==> src/rtl/gray_mon_pkg.sv <==
// +----------------------------------------------------------------------------+
// | gray_mon_pkg : shared state encoding and helpers for gray_monitor          |
// | Revision     : 1.0                                                         |
// +----------------------------------------------------------------------------+
`default_nettype none

package gray_mon_pkg;

    typedef enum logic [1:0] {
        S_UNLOCKED = 2'd0,
        S_LOCKED   = 2'd1,
        S_FAULT    = 2'd2
    } state_t;

    // Increment that sticks at max instead of rolling over; callers cast to their width.
    function automatic logic [31:0] sat_inc(input logic [31:0] val, input logic [31:0] max);
        return (val == max) ? val : val + 32'd1;
    endfunction

endpackage

`default_nettype wire

==> src/rtl/gray_monitor_if.sv <==
// +----------------------------------------------------------------------------+
// | gray_monitor_if : gray input and status outputs of gray_monitor            |
// | ErrCnt exists only when GRAY_MON_ERRCNT_EN is defined. Revision: 1.0       |
// +----------------------------------------------------------------------------+
`default_nettype none

interface gray_monitor_if #(
    parameter int WIDTH   = 3,
    parameter int EPOCH_W = 8
`ifdef GRAY_MON_ERRCNT_EN
    ,
    parameter int ERR_W   = 8
`endif
);

    logic [WIDTH-1:0]   Gray;
    logic [WIDTH-1:0]   Binary;
    logic [EPOCH_W-1:0] Epoch;
    logic               Locked;
    logic               Wrap;
    logic               StepErr;
`ifdef GRAY_MON_ERRCNT_EN
    logic [ERR_W-1:0]   ErrCnt;
`endif

    modport master (
        output Gray,
        input  Binary, Epoch, Locked, Wrap, StepErr
`ifdef GRAY_MON_ERRCNT_EN
        ,
        input  ErrCnt
`endif
    );

    modport slave (
        input  Gray,
        output Binary, Epoch, Locked, Wrap, StepErr
`ifdef GRAY_MON_ERRCNT_EN
        ,
        output ErrCnt
`endif
    );

endinterface

`default_nettype wire

==> src/rtl/gray2bin.sv <==
// +----------------------------------------------------------------------------+
// | gray2bin : combinational gray-to-binary converter                          |
// | Revision : 1.0                                                             |
// +----------------------------------------------------------------------------+
`default_nettype none

module gray2bin #(
    parameter int WIDTH = 3
) (
    input  wire logic [WIDTH-1:0] gray_i,
    output logic      [WIDTH-1:0] bin_o
);

    // Each binary bit is the XOR of all gray bits at or above it.
    for (genvar i = 0; i < WIDTH; i++) begin : g_bit
        assign bin_o[i] = ^gray_i[WIDTH-1:i];
    end

endmodule

`default_nettype wire

==> src/rtl/gray_monitor.sv <==
// +----------------------------------------------------------------------------+
// | gray_monitor : tracks an upstream gray counter, flags illegal steps, counts|
// | wraps. GRAY_MON_ERRCNT_EN adds a saturating error counter. Revision: 1.0   |
// +----------------------------------------------------------------------------+
`default_nettype none

module gray_monitor
    import gray_mon_pkg::*;
#(
    parameter int WIDTH   = 3,
    parameter int EPOCH_W = 8
`ifdef GRAY_MON_ERRCNT_EN
    ,
    parameter int ERR_W   = 8
`endif
) (
    input  wire logic     Clk,
    input  wire logic     Reset,
    gray_monitor_if.slave bus
);

    localparam logic [WIDTH-1:0]   c_ONE       = WIDTH'(1);
    localparam logic [WIDTH-1:0]   c_ALL_ONES  = '1;
    localparam logic [EPOCH_W-1:0] c_EPOCH_MAX = '1;

    state_t             state_q, state_d;
    logic [WIDTH-1:0]   ref_q, ref_d;
    logic [WIDTH-1:0]   bin_q, bin_d;
    logic [EPOCH_W-1:0] epoch_q, epoch_d;
    logic               wrap_q, wrap_d;
    logic               err_q, err_d;
    logic [WIDTH-1:0]   sample_bin;

    // Reference is held in binary so the +1 check needs only this one converter.
    gray2bin #(.WIDTH(WIDTH)) u_gray2bin (
        .gray_i (bus.Gray),
        .bin_o  (sample_bin)
    );

    always_ff @(posedge Clk or negedge Reset) begin
        if (!Reset) begin
            state_q <= S_UNLOCKED;
            ref_q   <= '0;
            bin_q   <= '0;
            epoch_q <= '0;
            wrap_q  <= 1'b0;
            err_q   <= 1'b0;
        end else begin
            state_q <= state_d;
            ref_q   <= ref_d;
            bin_q   <= bin_d;
            epoch_q <= epoch_d;
            wrap_q  <= wrap_d;
            err_q   <= err_d;
        end
    end

    always_comb begin
        state_d = state_q;
        ref_d   = ref_q;
        bin_d   = bin_q;
        epoch_d = epoch_q;
        wrap_d  = 1'b0;
        err_d   = 1'b0;
        case (state_q)
            S_UNLOCKED, S_FAULT: begin
                ref_d   = sample_bin;
                bin_d   = sample_bin;
                state_d = S_LOCKED;
            end
            S_LOCKED: begin
                if (sample_bin != ref_q) begin
                    if (sample_bin == ref_q + c_ONE) begin
                        ref_d = sample_bin;
                        bin_d = sample_bin;
                        if (ref_q == c_ALL_ONES) begin
                            wrap_d  = 1'b1;
                            epoch_d = EPOCH_W'(sat_inc(32'(epoch_q), 32'(c_EPOCH_MAX)));
                        end
                    end else begin
                        err_d   = 1'b1;
                        state_d = S_FAULT;
                    end
                end
            end
            default: state_d = S_UNLOCKED;
        endcase
    end

    assign bus.Binary  = bin_q;
    assign bus.Epoch   = epoch_q;
    assign bus.Locked  = (state_q == S_LOCKED);
    assign bus.Wrap    = wrap_q;
    assign bus.StepErr = err_q;

`ifdef GRAY_MON_ERRCNT_EN
    localparam logic [ERR_W-1:0] c_ERR_MAX = '1;

    logic [ERR_W-1:0] errcnt_q, errcnt_d;

    always_comb begin
        errcnt_d = errcnt_q;
        if (err_d) begin
            errcnt_d = ERR_W'(sat_inc(32'(errcnt_q), 32'(c_ERR_MAX)));
        end
    end

    always_ff @(posedge Clk or negedge Reset) begin
        if (!Reset) begin
            errcnt_q <= '0;
        end else begin
            errcnt_q <= errcnt_d;
        end
    end

    assign bus.ErrCnt = errcnt_q;
`endif

endmodule

`default_nettype wire

==> src/flat_wrapper.sv <==
// flat-port wrapper written by rule: the top's interface ports become plain ports
module gray_monitor_flat import gray_mon_pkg::*;
#(
    parameter int WIDTH   = 3,
    parameter int EPOCH_W = 8

)
  (Clk, Reset, bus_Gray, bus_Binary, bus_Epoch, bus_Locked, bus_Wrap, bus_StepErr);
  gray_monitor_if #(.WIDTH(WIDTH), .EPOCH_W(EPOCH_W)) bus_i ();
  input  wire logic Clk;
  input  wire logic Reset;
  input wire logic [$bits(bus_i.Gray)-1:0] bus_Gray;
  output wire logic [$bits(bus_i.Binary)-1:0] bus_Binary;
  output wire logic [$bits(bus_i.Epoch)-1:0] bus_Epoch;
  output wire logic [$bits(bus_i.Locked)-1:0] bus_Locked;
  output wire logic [$bits(bus_i.Wrap)-1:0] bus_Wrap;
  output wire logic [$bits(bus_i.StepErr)-1:0] bus_StepErr;
  assign bus_i.Gray = bus_Gray;
  assign bus_Binary = bus_i.Binary;
  assign bus_Epoch = bus_i.Epoch;
  assign bus_Locked = bus_i.Locked;
  assign bus_Wrap = bus_i.Wrap;
  assign bus_StepErr = bus_i.StepErr;
  gray_monitor #(.WIDTH(WIDTH), .EPOCH_W(EPOCH_W)) u_core (.Clk(Clk), .Reset(Reset), .bus(bus_i));
endmodule
==> config.mk <==
export PLATFORM = sky130hd
export DESIGN_NAME = gray_monitor_flat
export DESIGN_NICKNAME = d
export VERILOG_FILES = /design/src/rtl/gray_mon_pkg.sv /design/src/rtl/gray_monitor_if.sv /design/src/rtl/gray2bin.sv /design/src/rtl/gray_monitor.sv /design/src/flat_wrapper.sv
export SDC_FILE = /design/constraint.sdc
export NUM_CORES = 1
export LEC_CHECK = 0
export ABC_CLOCK_PERIOD_IN_PS = 5900
export CAP_MARGIN = 20
export CORE_MARGIN = 2
export CORE_UTILIZATION = 51
export CTS_CLUSTER_DIAMETER = 80
export DETAILED_ROUTE_END_ITERATION = 10
export GPL_ROUTABILITY_DRIVEN = 0
export GPL_TIMING_DRIVEN = 0
export PLACE_DENSITY = 0.81
export SETUP_SLACK_MARGIN = 0.3
export SYNTH_ARGS = -nofsm -noshare
export SYNTH_HDL_FRONTEND = slang
export SYNTH_SLANG_ARGS = --single-unit
==> constraint.sdc <==
create_clock -name Clk -period 5.9 [get_ports Clk]
set_clock_uncertainty 0.1 [all_clocks]
set_input_delay 0.885 -clock Clk [delete_from_list [all_inputs] [get_ports Clk]]
set_output_delay 0.885 -clock Clk [all_outputs]
set_load 0.005 [all_outputs]
==> results of run 1 <==
-- power by group through the flow --
stage          sequential (mW)  combinational (mW)  clock, mW
6_report                 0.163               0.189     0.0578
5_1_grt                  0.167               0.211     0.0622
4_1_cts                  0.163               0.192     0.0593
3_5_place_dp             0.165               0.191          0
3_3_place_gp             0.162               0.184          0
2_1_floorplan            0.161               0.113          0
-- cells by family after synthesis --
kind of cell,after synthesis,share of synthesized area [%]
mux,5,6.89
flops,15,45.9
compound gates,4,3.83
simple gates,35,27.7
xor+xnor,9,10.6
buf+inv,1,0.459
fa+ha+maj,3,4.59
-- layer usage --
| layer | global-route usage, % | vias up |
|---|---|---|
| met3 | 7.76 | 2 |
| met4 | 3.64 | 0 |
| li1 | - | 309 |
| met1 | 25.0 | 299 |
| met5 | 0 | - |
| met2 | 26.5 | 15 |
-- worst max-delay path: stages --
cell	delay (ns)
sky130_fd_sc_hd__clkdlybuf4s50_1	0.53
sky130_fd_sc_hd__xor2_2	0.32
sky130_fd_sc_hd__nor3b_1	0.39
sky130_fd_sc_hd__nor4_4	0.13
sky130_fd_sc_hd__nor4_1	0.38
sky130_fd_sc_hd__mux2_1	0.35
-- Yosys cell counts (3+ instances only) --
library cell              count  area share, %
sky130_fd_sc_hd__dfrtp_1     15             46
sky130_fd_sc_hd__ha_1         3            4.6
sky130_fd_sc_hd__xor2_1       8            8.6
sky130_fd_sc_hd__nor4_1       6            4.6
sky130_fd_sc_hd__nand3_1      5            3.1
sky130_fd_sc_hd__mux2_1       4            5.5
sky130_fd_sc_hd__and2_1       3            2.3
sky130_fd_sc_hd__nand2_1      4            1.8
sky130_fd_sc_hd__nor4b_1      3            3.2
sky130_fd_sc_hd__nor2_1       4            1.8
-- placed cells by master, fill, tap and decap left out --
cell type	count
sky130_fd_sc_hd__and2_1	3
sky130_fd_sc_hd__and4_1	1
sky130_fd_sc_hd__clkbuf_1	2
sky130_fd_sc_hd__clkbuf_4	3
sky130_fd_sc_hd__clkdlybuf4s50_1	17
sky130_fd_sc_hd__dfrtp_1	15
sky130_fd_sc_hd__ha_1	3
sky130_fd_sc_hd__mux2_1	4
sky130_fd_sc_hd__mux2_2	1
sky130_fd_sc_hd__nand2_1	4
sky130_fd_sc_hd__nand2b_1	1
sky130_fd_sc_hd__nand3_1	5
sky130_fd_sc_hd__nand4_1	1
sky130_fd_sc_hd__nand4b_1	1
sky130_fd_sc_hd__nor2_1	4
sky130_fd_sc_hd__nor2b_1	1
sky130_fd_sc_hd__nor3_1	1
sky130_fd_sc_hd__nor3_2	1
sky130_fd_sc_hd__nor3b_1	1
sky130_fd_sc_hd__nor4_1	6
sky130_fd_sc_hd__nor4_4	1
sky130_fd_sc_hd__nor4b_1	3
sky130_fd_sc_hd__o21a_1	1
sky130_fd_sc_hd__o21ai_0	1
sky130_fd_sc_hd__o21ai_2	1
sky130_fd_sc_hd__o311a_1	1
sky130_fd_sc_hd__or3b_2	1
sky130_fd_sc_hd__xor2_1	8
sky130_fd_sc_hd__xor2_2	1
-- metrics by stage --
step                power (mW)  hold slack, ns  instances  utilization [%]  area [um2]
floorplan                0.274           0.363         72                -         817
global placement         0.346           0.378        105             66.9        1010
detailed placement       0.355           0.404        105             66.9        1010
CTS                      0.414           0.416        109             68.6        1030
global route             0.440           0.434        109             68.6        1030
finish                   0.410           0.417        109             68.6        1030
-- layout make-up --
class                           count  share of cell area, %
Sequential cell                    15                   36.3
Timing Repair Buffer               17                   16.5
Buffer                              1                  0.363
Tap cell                           16                   1.94
Clock buffer                        4                   2.54
Multi-Input combinational cell     56                   42.4
-- sequential cells by signal, indices dropped and copies added, names as in the netlist --
signal,flops
u_core.bus.Binary,3
u_core.bus.StepErr,1
u_core.bus.Wrap,1
u_core.bus.Epoch,8
u_core.state_q,2
-- path summary, 6_finish.rpt --
check                                  endpoint  cells after the start  slack (ns)                  from
min reg2reg                   u_core.state_q[0]                      1        0.42     u_core.state_q[0]
min                           u_core.state_q[0]                      1        0.42     u_core.state_q[0]
max                         u_core.bus.Epoch[6]                      6        2.98           bus_Gray[0]
min in group asynchronous   u_core.bus.Epoch[2]                      1        0.89                 Reset
max in group asynchronous  u_core.bus.Binary[2]                      1        4.40                 Reset
max reg2reg                 u_core.bus.Epoch[6]                      6        3.32  u_core.bus.Binary[0]
==> results.rst, run 1 <==
.. list-table::
   :header-rows: 1

   * - Metric
     - Value
   * - Run status
     - finished, final reports clean
   * - Largest net degree at the start of global routing
     - 16
   * - Setup repair after global routing missed its margin
     - no
   * - Netlist area before placement
     - 817 um2
   * - Sum of overflow across all layers after global routing
     - 0
   * - Switching portion of total power
     - 37.1%
   * - Met2 routed WL
     - 665 um
   * - Post-DR wirelength/cell
     - 13.9 um
   * - Internal Pwr Total
     - 0.258 mW
   * - Buffers added on ports
     - 17
   * - Power density over the cells
     - 397 nW/um2
   * - Top routing layer in use
     - met4
   * - Period utilization
     - 49.4%
   * - Setup TNS Final
     - 0 ns
   * - Clock root buffer
     - sky130_fd_sc_hd__clkbuf_4
   * - Avg Vias per Cell
     - 5.73
   * - Distinct cell type count after synthesis
     - 27
   * - Initial core utilization
     - 54.2%
   * - Transition time at the pin with the least slew margin
     - 0.640 ns
   * - Post-synthesis instance total
     - 72
   * - Yosys reg bits
     - 15
   * - Hpwl dp
     - 1.12 mm
   * - Overall routed net length
     - 1.51 mm
   * - Total area of sequential cells
     - 375 um2
   * - Hold-fix buffers, CTS
     - 0
   * - Worst-case clock buffer depth
     - 2
   * - Worst setup slack before clock tree synthesis
     - 2.71 ns
   * - YS warnings
     - 0
   * - Synth Area per Inst
     - 11.3 um2
   * - Overall die width
     - 44.0 um
   * - Startpoint types
     - input pin
   * - Post-CTS setup repair buffer count
     - 0
   * - Syn Nets
     - 80
   * - Count of unresolved DRC violations after routing
     - 0
   * - Final setup violation count
     - 0
   * - Final critical path time including I/O delays and setup
     - 2.92 ns
   * - CTS H-Tree Depth
     - 1
   * - Category of the worst setup path capture point
     - register
   * - Highest fanout seen on the critical path
     - 10
   * - First-pass GRT wire length
     - 2.53 mm
   * - Number of maximum-capacitance violations
     - 0
   * - Start-to-end type of the worst setup path
     - in -> reg
   * - Clock tree from TritonCTS
     - yes
   * - Die height
     - 44.0 um
   * - Asr flop ratio synth
     - 100%
   * - Number of rows in the core area
     - 14
   * - Total met3 wirelength after detailed routing
     - 93 um
   * - Req. time, crit path
     - 5.97 ns
   * - Area of combinational cells with multiple inputs
     - 438 um2
   * - Most frequently used flop master after synthesis
     - sky130_fd_sc_hd__dfrtp_1
   * - Area growth from synthesis to layout
     - 26.5%
   * - Final Hold Viols
     - 0
   * - Highest ir drop seen on vdd
     - 0.311 mV
   * - Number of antenna violations at the first check in global routing
     - 0
   * - Type of the worst min-delay path
     - reg -> reg
   * - Routed length on met1
     - 746 um
   * - Count of inserted antenna diode cells
     - 0
   * - Share of power burned in registers
     - 39.8%
   * - Fillers
     - 119
   * - Final layout net count
     - 102
   * - Number of resized instances in the post-cts repair step
     - 0
   * - Insertion delay of the later-clocked pin in the worst-skew pair
     - 0.29 ns
   * - Share of final-layout standard cells stronger than drive strength 1
     - 9.68%
   * - EDFF count, synth
     - 0
   * - CTS sink count
     - 15
   * - Portion of the post-synthesis area used by sequential elements
     - 45.9%
   * - Part of the power in combinational logic
     - 46.1%
   * - Share of total power in the clock network
     - 14.1%
   * - Leakage power
     - 0.444 nW
   * - Switching power of the nets
     - 0.152 mW
   * - Arrival time worst endpoint
     - 2.98 ns
   * - Relative max-transition margin
     - 57.2%
   * - Number of global-route vias before repair
     - 583
   * - IO Count
     - 19
   * - Number of iterations in the first detailed-routing pass
     - 4
   * - Slack of the critical path
     - 2.98 ns
   * - GRT Resource Usage Total
     - 18.0%
   * - Vias post-DR
     - 625
   * - Max Fclk
     - 343 MHz
   * - Total core area
     - 1510 um2
   * - Starting DRT DRC Count
     - 7
   * - Count of antenna-violating nets left after detailed routing
     - 0
   * - Number of max-slew violations in the final report
     - 0
   * - TritonCTS Buffers
     - 3
   * - CTS clock-pin slew for the worst setup and hold paths
     - 0.09 ns
   * - Die ar.
     - 1940 um2
Note: power is estimated with default switching activity, not from simulation.
==> inputs of run 2 (changes only) <==
- ABC_CLOCK_PERIOD_IN_PS: 5900 -> 2400
- CORE_ASPECT_RATIO: default -> 1.4
- CORE_UTILIZATION: 51 -> 43
- PLACE_DENSITY: 0.81 -> 0.73
- clock period: 5.9 -> 2.4 ns (I/O delays scaled with it)
==> run 2 against run 1 <==
Effect of this change:
- critical path depth rose by 3
- combinational power rose to 4.7 times the previous value
- via count rose by 8.2%
- routed wire length rose by 29%
- final cell count rose by 11%
- worst setup slack got worse by 2.8 ns
- non-clock buffer count rose by 8
==> results.rst, run 2 (synthesis results as in run 1) <==
.. list-table::
   :header-rows: 1

   * - Metric
     - Value
   * - Starting DRT DRC Count
     - 8
   * - Number of global-route vias before repair
     - 646
   * - Worst R2R Setup Slack
     - 0.17 ns
   * - Fillers
     - 145
   * - Switching power of the nets
     - 0.558 mW
   * - Category of the worst setup path capture point
     - register
   * - Insertion delay of the later-clocked pin in the worst-skew pair
     - 0.29 ns
   * - Sum of overflow across all layers after global routing
     - 0
   * - Startpoint types
     - register
   * - Highest ir drop seen on vdd
     - 0.626 mV
   * - Switching portion of total power
     - 38.9%
   * - Number of rows in the core area
     - 18
   * - Die height
     - 55.6 um
   * - Beginning of the worst register-to-register path
     - u_core.bus.Binary[0]
   * - Max Fclk
     - 448 MHz
   * - Highest fanout seen on the critical path
     - 5
   * - Total core area
     - 1780 um2
   * - Clock root buffer
     - sky130_fd_sc_hd__clkbuf_4
   * - Leading cell type in the layout, fill and taps excluded
     - sky130_fd_sc_hd__clkdlybuf4s50_1
   * - Arrival time worst endpoint
     - 2.34 ns
   * - Post-DR wirelength/cell
     - 16.1 um
   * - Overall die width
     - 40.8 um
   * - Largest net degree at the start of global routing
     - 16
   * - Initial core utilization
     - 45.9%
   * - Count of inserted antenna diode cells
     - 0
   * - Share of power burned in registers
     - 28.1%
   * - Critical Path Sink
     - u_core.bus.Epoch[4]
   * - Final Hold Viols
     - 0
   * - Relative max-transition margin
     - 54.6%
   * - Number of antenna violations at the first check in global routing
     - 0
   * - Setup crit start
     - u_core.bus.Binary[0]
   * - Vias post-DR
     - 676
   * - Power density over the cells
     - 1110 nW/um2
   * - Req. time, crit path
     - 2.51 ns
   * - IO Count
     - 19
   * - Count of antenna-violating nets left after detailed routing
     - 0
   * - Die ar.
     - 2270 um2
   * - Placed Instances
     - 109
   * - GRT Resource Usage Total
     - 20.2%
   * - Worst-case clock buffer depth
     - 2
   * - Max reg flops
     - 8
   * - Avg Vias per Cell
     - 5.59
   * - Number of non-filler instances in the completed layout
     - 121
   * - Number of iterations in the first detailed-routing pass
     - 4
   * - Type of the worst min-delay path
     - in -> async
   * - Run status
     - finished, final reports clean
   * - Internal Pwr Total
     - 0.874 mW
   * - Critical R2R Capture
     - u_core.bus.Epoch[4]
   * - Final setup violation count
     - 0
   * - Number of max-slew violations in the final report
     - 0
   * - Share of final-layout standard cells stronger than drive strength 1
     - 36.6%
   * - CTS sink count
     - 15
   * - Final layout net count
     - 110
   * - CTS H-Tree Depth
     - 1
   * - Share of total power in the clock network
     - 10.4%
   * - Hold-fix buffers, CTS
     - 0
   * - Worst setup slack before clock tree synthesis
     - -0.377 ns
   * - Overall routed net length
     - 1.95 mm
   * - Area growth from synthesis to layout
     - 58.5%
   * - Start-to-end type of the worst setup path
     - reg -> reg
   * - Worst reg2reg path depth
     - 9
   * - Period utilization
     - 93.0%
   * - TritonCTS Buffers
     - 3
   * - Count of unresolved DRC violations after routing
     - 0
   * - Leakage power
     - 0.522 nW
   * - Part of the power in combinational logic
     - 61.5%
   * - Number of maximum-capacitance violations
     - 0
   * - Slack of the critical path
     - 0.169 ns
   * - First-pass GRT wire length
     - 3.17 mm
   * - CTS clock-pin slew for the worst setup and hold paths
     - 0.09 ns
   * - Buffers added on ports
     - 17
   * - Hpwl dp
     - 1.13 mm
   * - Commonest cells after routing, fill and taps aside
     - sky130_fd_sc_hd__clkdlybuf4s50_1 (17), sky130_fd_sc_hd__dfrtp_1 (14), sky130_fd_sc_hd__xor2_1 (8)
   * - Setup repair after global routing missed its margin
     - yes
   * - Transition time at the pin with the least slew margin
     - 0.679 ns
   * - Clock tree from TritonCTS
     - yes
   * - Final critical path time including I/O delays and setup
     - 2.23 ns
   * - Core occupancy in the finished layout
     - 72.8%
run 2: cell count changes in the layout (fill, tap and decap cells not counted), sizes merged:
cell / previous run / this run
buf: 0 / 8
run 2: layout make-up:
type / count / area, um2 / share of cell area [%]
multi-input combinational: 56 / 622 / 48.0
sequential: 15 / 377 / 29.1
timing repair buffer: 25 / 241 / 18.6
clock buffer: 4 / 26.3 / 2.03
tap: 20 / 25.0 / 1.93
buffer: 1 / 3.75 / 0.290
run 2: worst min path at each step:
stage / endpoint / cells after the start
after floorplan: u_core.bus.Binary[0] / 0
after global placement: u_core.state_q[0] / 1
after detailed placement: u_core.state_q[0] / 1
after CTS: u_core.bus.Epoch[1] / 1
after global routing: u_core.bus.Epoch[1] / 1
final: u_core.bus.Epoch[0] / 1
run 2: power groups by stage:
stage / Sequential [mW] / Clock (mW) / Combinational [mW]
final: 0.402 / 0.149 / 0.880
after global routing: 0.412 / 0.160 / 0.953
after CTS: 0.397 / 0.145 / 0.767
after detailed placement: 0.409 / 0 / 0.534
after global placement: 0.403 / 0 / 0.525
after floorplan: 0.400 / 0 / 0.342
run 2: layer usage:
metal / up-vias / GRT usage, % / part of all wire, %
met2: 20 / 31.0 / 54
met5: - / 0 / 0
met3: 5 / 2.80 / 4.5
li1: 323 / - / -
met4: 0 / 8.57 / 2.2
met1: 328 / 27.1 / 39
run 2: repair_timing:
item / in CTS / in global routing
setup endpoints to repair: 14 / 15
setup buffers: 5 / 2
endpoints found under the hold margin: 0 / 0
cloned: 1 / 0
gates resized for setup: 20 / 12
pin swaps: 10 / 14
run 2: stage by stage:
stage                     power (mW)  hold WS [ns]  cell area, um2  setup TNS [ns]
final                           1.43         0.371            1290               0
after global routing            1.52         0.434            1290               0
after CTS                       1.31         0.403            1240               0
after detailed placement       0.944         0.393            1050           -3.25
after global placement         0.929         0.385            1050           -2.50
after floorplan                0.741       -0.0356             852               0
run 2: critical path, stage by stage (launching register included):
cell                      delay, ns
sky130_fd_sc_hd__dfrtp_1       0.42
sky130_fd_sc_hd__ha_4          0.18
sky130_fd_sc_hd__ha_4          0.31
sky130_fd_sc_hd__nand3_4       0.09
sky130_fd_sc_hd__nor3b_4       0.24
sky130_fd_sc_hd__nor4_4        0.06
sky130_fd_sc_hd__buf_6         0.15
sky130_fd_sc_hd__buf_6         0.12
sky130_fd_sc_hd__nor4b_4       0.29
sky130_fd_sc_hd__xor2_1        0.19
==> inputs of run 3 (changes only) <==
- ABC_CLOCK_PERIOD_IN_PS: 2400 -> 2900
- CORE_ASPECT_RATIO: 1.4 -> default
- CORE_UTILIZATION: 43 -> 51
- HOLD_SLACK_MARGIN: default -> 0.12
- PLACE_DENSITY: 0.73 -> 0.81
- clock period: 2.4 -> 2.9 ns (I/O delays scaled with it)
==> run 3 against run 2 <==
Effect of this change:
- register-to-register slack better by 0.14 ns
- count of clock-buffer cells in the layout stayed put
- critical path depth stayed put
- highest routed layer is now met3
- global-route usage is 2.2 points lower
==> results.rst, run 3 (synthesis results as in run 1) <==
.. list-table::
   :header-rows: 1

   * - Metric
     - Value
   * - Number of maximum-capacitance violations
     - 0
   * - Area growth from synthesis to layout
     - 32.2%
   * - Type of the worst min-delay path
     - reg -> reg
   * - Post-DR wirelength/cell
     - 14.0 um
   * - Die height
     - 44.0 um
   * - IO Count
     - 19
   * - Avg Vias per Cell
     - 5.77
   * - Overall routed net length
     - 1.57 mm
   * - Hold-fix buffers, CTS
     - 0
   * - Leakage power
     - 0.460 nW
   * - Worst R2R Setup Slack
     - 0.31 ns
   * - Final setup violation count
     - 0
   * - Count of inserted antenna diode cells
     - 0
   * - Startpoint types
     - register
   * - Sum of overflow across all layers after global routing
     - 0
   * - Setup TNS Final
     - 0 ns
   * - Max reg flops
     - 8
   * - Final Hold Viols
     - 0
   * - TritonCTS Buffers
     - 3
   * - Period utilization
     - 89.2%
   * - Worst-case clock buffer depth
     - 2
   * - Power density over the cells
     - 824 nW/um2
   * - Die ar.
     - 1940 um2
   * - Final worst hold slack
     - 0.416 ns
   * - Clock tree from TritonCTS
     - yes
   * - Starting DRT DRC Count
     - 10
   * - CTS H-Tree Depth
     - 1
   * - Category of the worst setup path capture point
     - register
   * - Core occupancy in the finished layout
     - 71.7%
   * - Placed Instances
     - 105
   * - Worst setup slack before clock tree synthesis
     - 0.161 ns
   * - Largest net degree at the start of global routing
     - 16
   * - Highest ir drop seen on vdd
     - 0.616 mV
   * - Final layout net count
     - 105
   * - Final critical path time including I/O delays and setup
     - 2.59 ns
   * - CTS sink count
     - 15
   * - Clock root buffer
     - sky130_fd_sc_hd__clkbuf_4
   * - Arrival time worst endpoint
     - 2.69 ns
   * - Hpwl dp
     - 1.12 mm
   * - Commonest cells after routing, fill and taps aside
     - sky130_fd_sc_hd__clkdlybuf4s50_1 (17), sky130_fd_sc_hd__dfrtp_1 (15), sky130_fd_sc_hd__xor2_1 (8)
   * - CTS clock-pin slew for the worst setup and hold paths
     - 0.08 ns
   * - Relative max-transition margin
     - 57.3%
   * - Share of final-layout standard cells stronger than drive strength 1
     - 16.7%
   * - First-pass GRT wire length
     - 2.53 mm
   * - Start-to-end type of the worst setup path
     - reg -> reg
   * - Number of max-slew violations in the final report
     - 0
   * - Buffers added on ports
     - 17
   * - Count of antenna-violating nets left after detailed routing
     - 0
   * - Number of global-route vias before repair
     - 583
   * - Highest fanout seen on the critical path
     - 8
   * - Number of rows in the core area
     - 14
   * - Vias post-DR
     - 646
   * - GRT Resource Usage Total
     - 18.0%
   * - Number of iterations in the first detailed-routing pass
     - 4
   * - Run status
     - finished, final reports clean
   * - Number of antenna violations at the first check in global routing
     - 0
   * - Insertion delay of the later-clocked pin in the worst-skew pair
     - 0.27 ns
   * - Slack of the critical path
     - 0.314 ns
   * - Overall die width
     - 44.0 um
   * - Total core area
     - 1510 um2
   * - Setup repair after global routing missed its margin
     - yes
   * - Number of non-filler instances in the completed layout
     - 112
   * - Max Fclk
     - 387 MHz
   * - Initial core utilization
     - 54.2%
   * - Req. time, crit path
     - 3.01 ns
   * - Count of unresolved DRC violations after routing
     - 0
   * - Transition time at the pin with the least slew margin
     - 0.638 ns
   * - Leading cell type in the layout, fill and taps excluded
     - sky130_fd_sc_hd__clkdlybuf4s50_1
[run 3: cell types whose count changed in the layout (fill, tap and decap cells not counted), moves of 2 or more]
cell,before,now
sky130_fd_sc_hd__buf_4,5,3
sky130_fd_sc_hd__buf_6,3,0
sky130_fd_sc_hd__ha_1,1,3
sky130_fd_sc_hd__ha_4,2,0
sky130_fd_sc_hd__mux2_1,1,4
sky130_fd_sc_hd__mux2_4,4,0
sky130_fd_sc_hd__nand3_1,3,5
sky130_fd_sc_hd__nor2_1,2,4
sky130_fd_sc_hd__nor2_2,2,0
sky130_fd_sc_hd__nor4_1,1,4
sky130_fd_sc_hd__nor4_4,3,1
sky130_fd_sc_hd__nor4b_4,2,0
[run 3: power by group]
group | internal [mW] | switching, mW
sequential | 0.265 | 0.0665
combinational | 0.242 | 0.203
clock | 0.0533 | 0.0599
[run 3: per-stage QoR]
| stage | total power [mW] | area [um2] |
|---|---|---|
| after CTS | 0.842 | 1030 |
| after floorplan | 0.557 | 817 |
| final | 0.890 | 1080 |
| after global placement | 0.704 | 1010 |
| after global routing | 0.957 | 1080 |
| after detailed placement | 0.723 | 1010 |
[run 3: critical path: stages (launching register included)]
cell	delay (ns)
sky130_fd_sc_hd__dfrtp_1	0.45
sky130_fd_sc_hd__ha_1	0.23
sky130_fd_sc_hd__ha_1	0.33
sky130_fd_sc_hd__nor4_1	0.26
sky130_fd_sc_hd__and2_1	0.21
sky130_fd_sc_hd__nor4_4	0.06
sky130_fd_sc_hd__buf_4	0.18
sky130_fd_sc_hd__buf_4	0.14
sky130_fd_sc_hd__nor4b_1	0.38
sky130_fd_sc_hd__xor2_1	0.17
[run 3: path summary, 6_finish.rpt]
| path | startpoint | endpoint | cells past startpoint |
|---|---|---|---|
| max reg2reg | u_core.bus.Binary[0] | u_core.bus.Epoch[5] | 9 |
| min reg2reg | u_core.state_q[0] | u_core.state_q[0] | 1 |
| max | u_core.bus.Binary[0] | u_core.bus.Epoch[5] | 9 |
| max in group asynchronous | Reset | u_core.bus.Epoch[0] | 1 |
| min | u_core.state_q[0] | u_core.state_q[0] | 1 |
| min in group asynchronous | Reset | u_core.bus.Epoch[2] | 1 |
[run 3: metal layers]
| metal | part of all wire, % | vias up | global-route usage (%) |
|---|---|---|---|
| li1 | - | 319 | - |
| met1 | 49 | 308 | 25.0 |
| met2 | 45 | 19 | 26.5 |
| met3 | 5.9 | 0 | 7.76 |
| met4 | 0 | 0 | 3.64 |
| met5 | 0 | - | 0 |
[run 3: cell type report]
cell class,count,area (um2)
tap,16,20.0
timing repair buffer,20,193
buffer,1,3.75
clock buffer,4,26.3
fill,118,427
multi-input combinational,56,462
sequential,15,375
[run 3: repair_timing]
action                                  4_1_cts  5_1_grt
setup buffers                                 0        3
resized for setup                             0        4
endpoints found under the setup margin        0        5
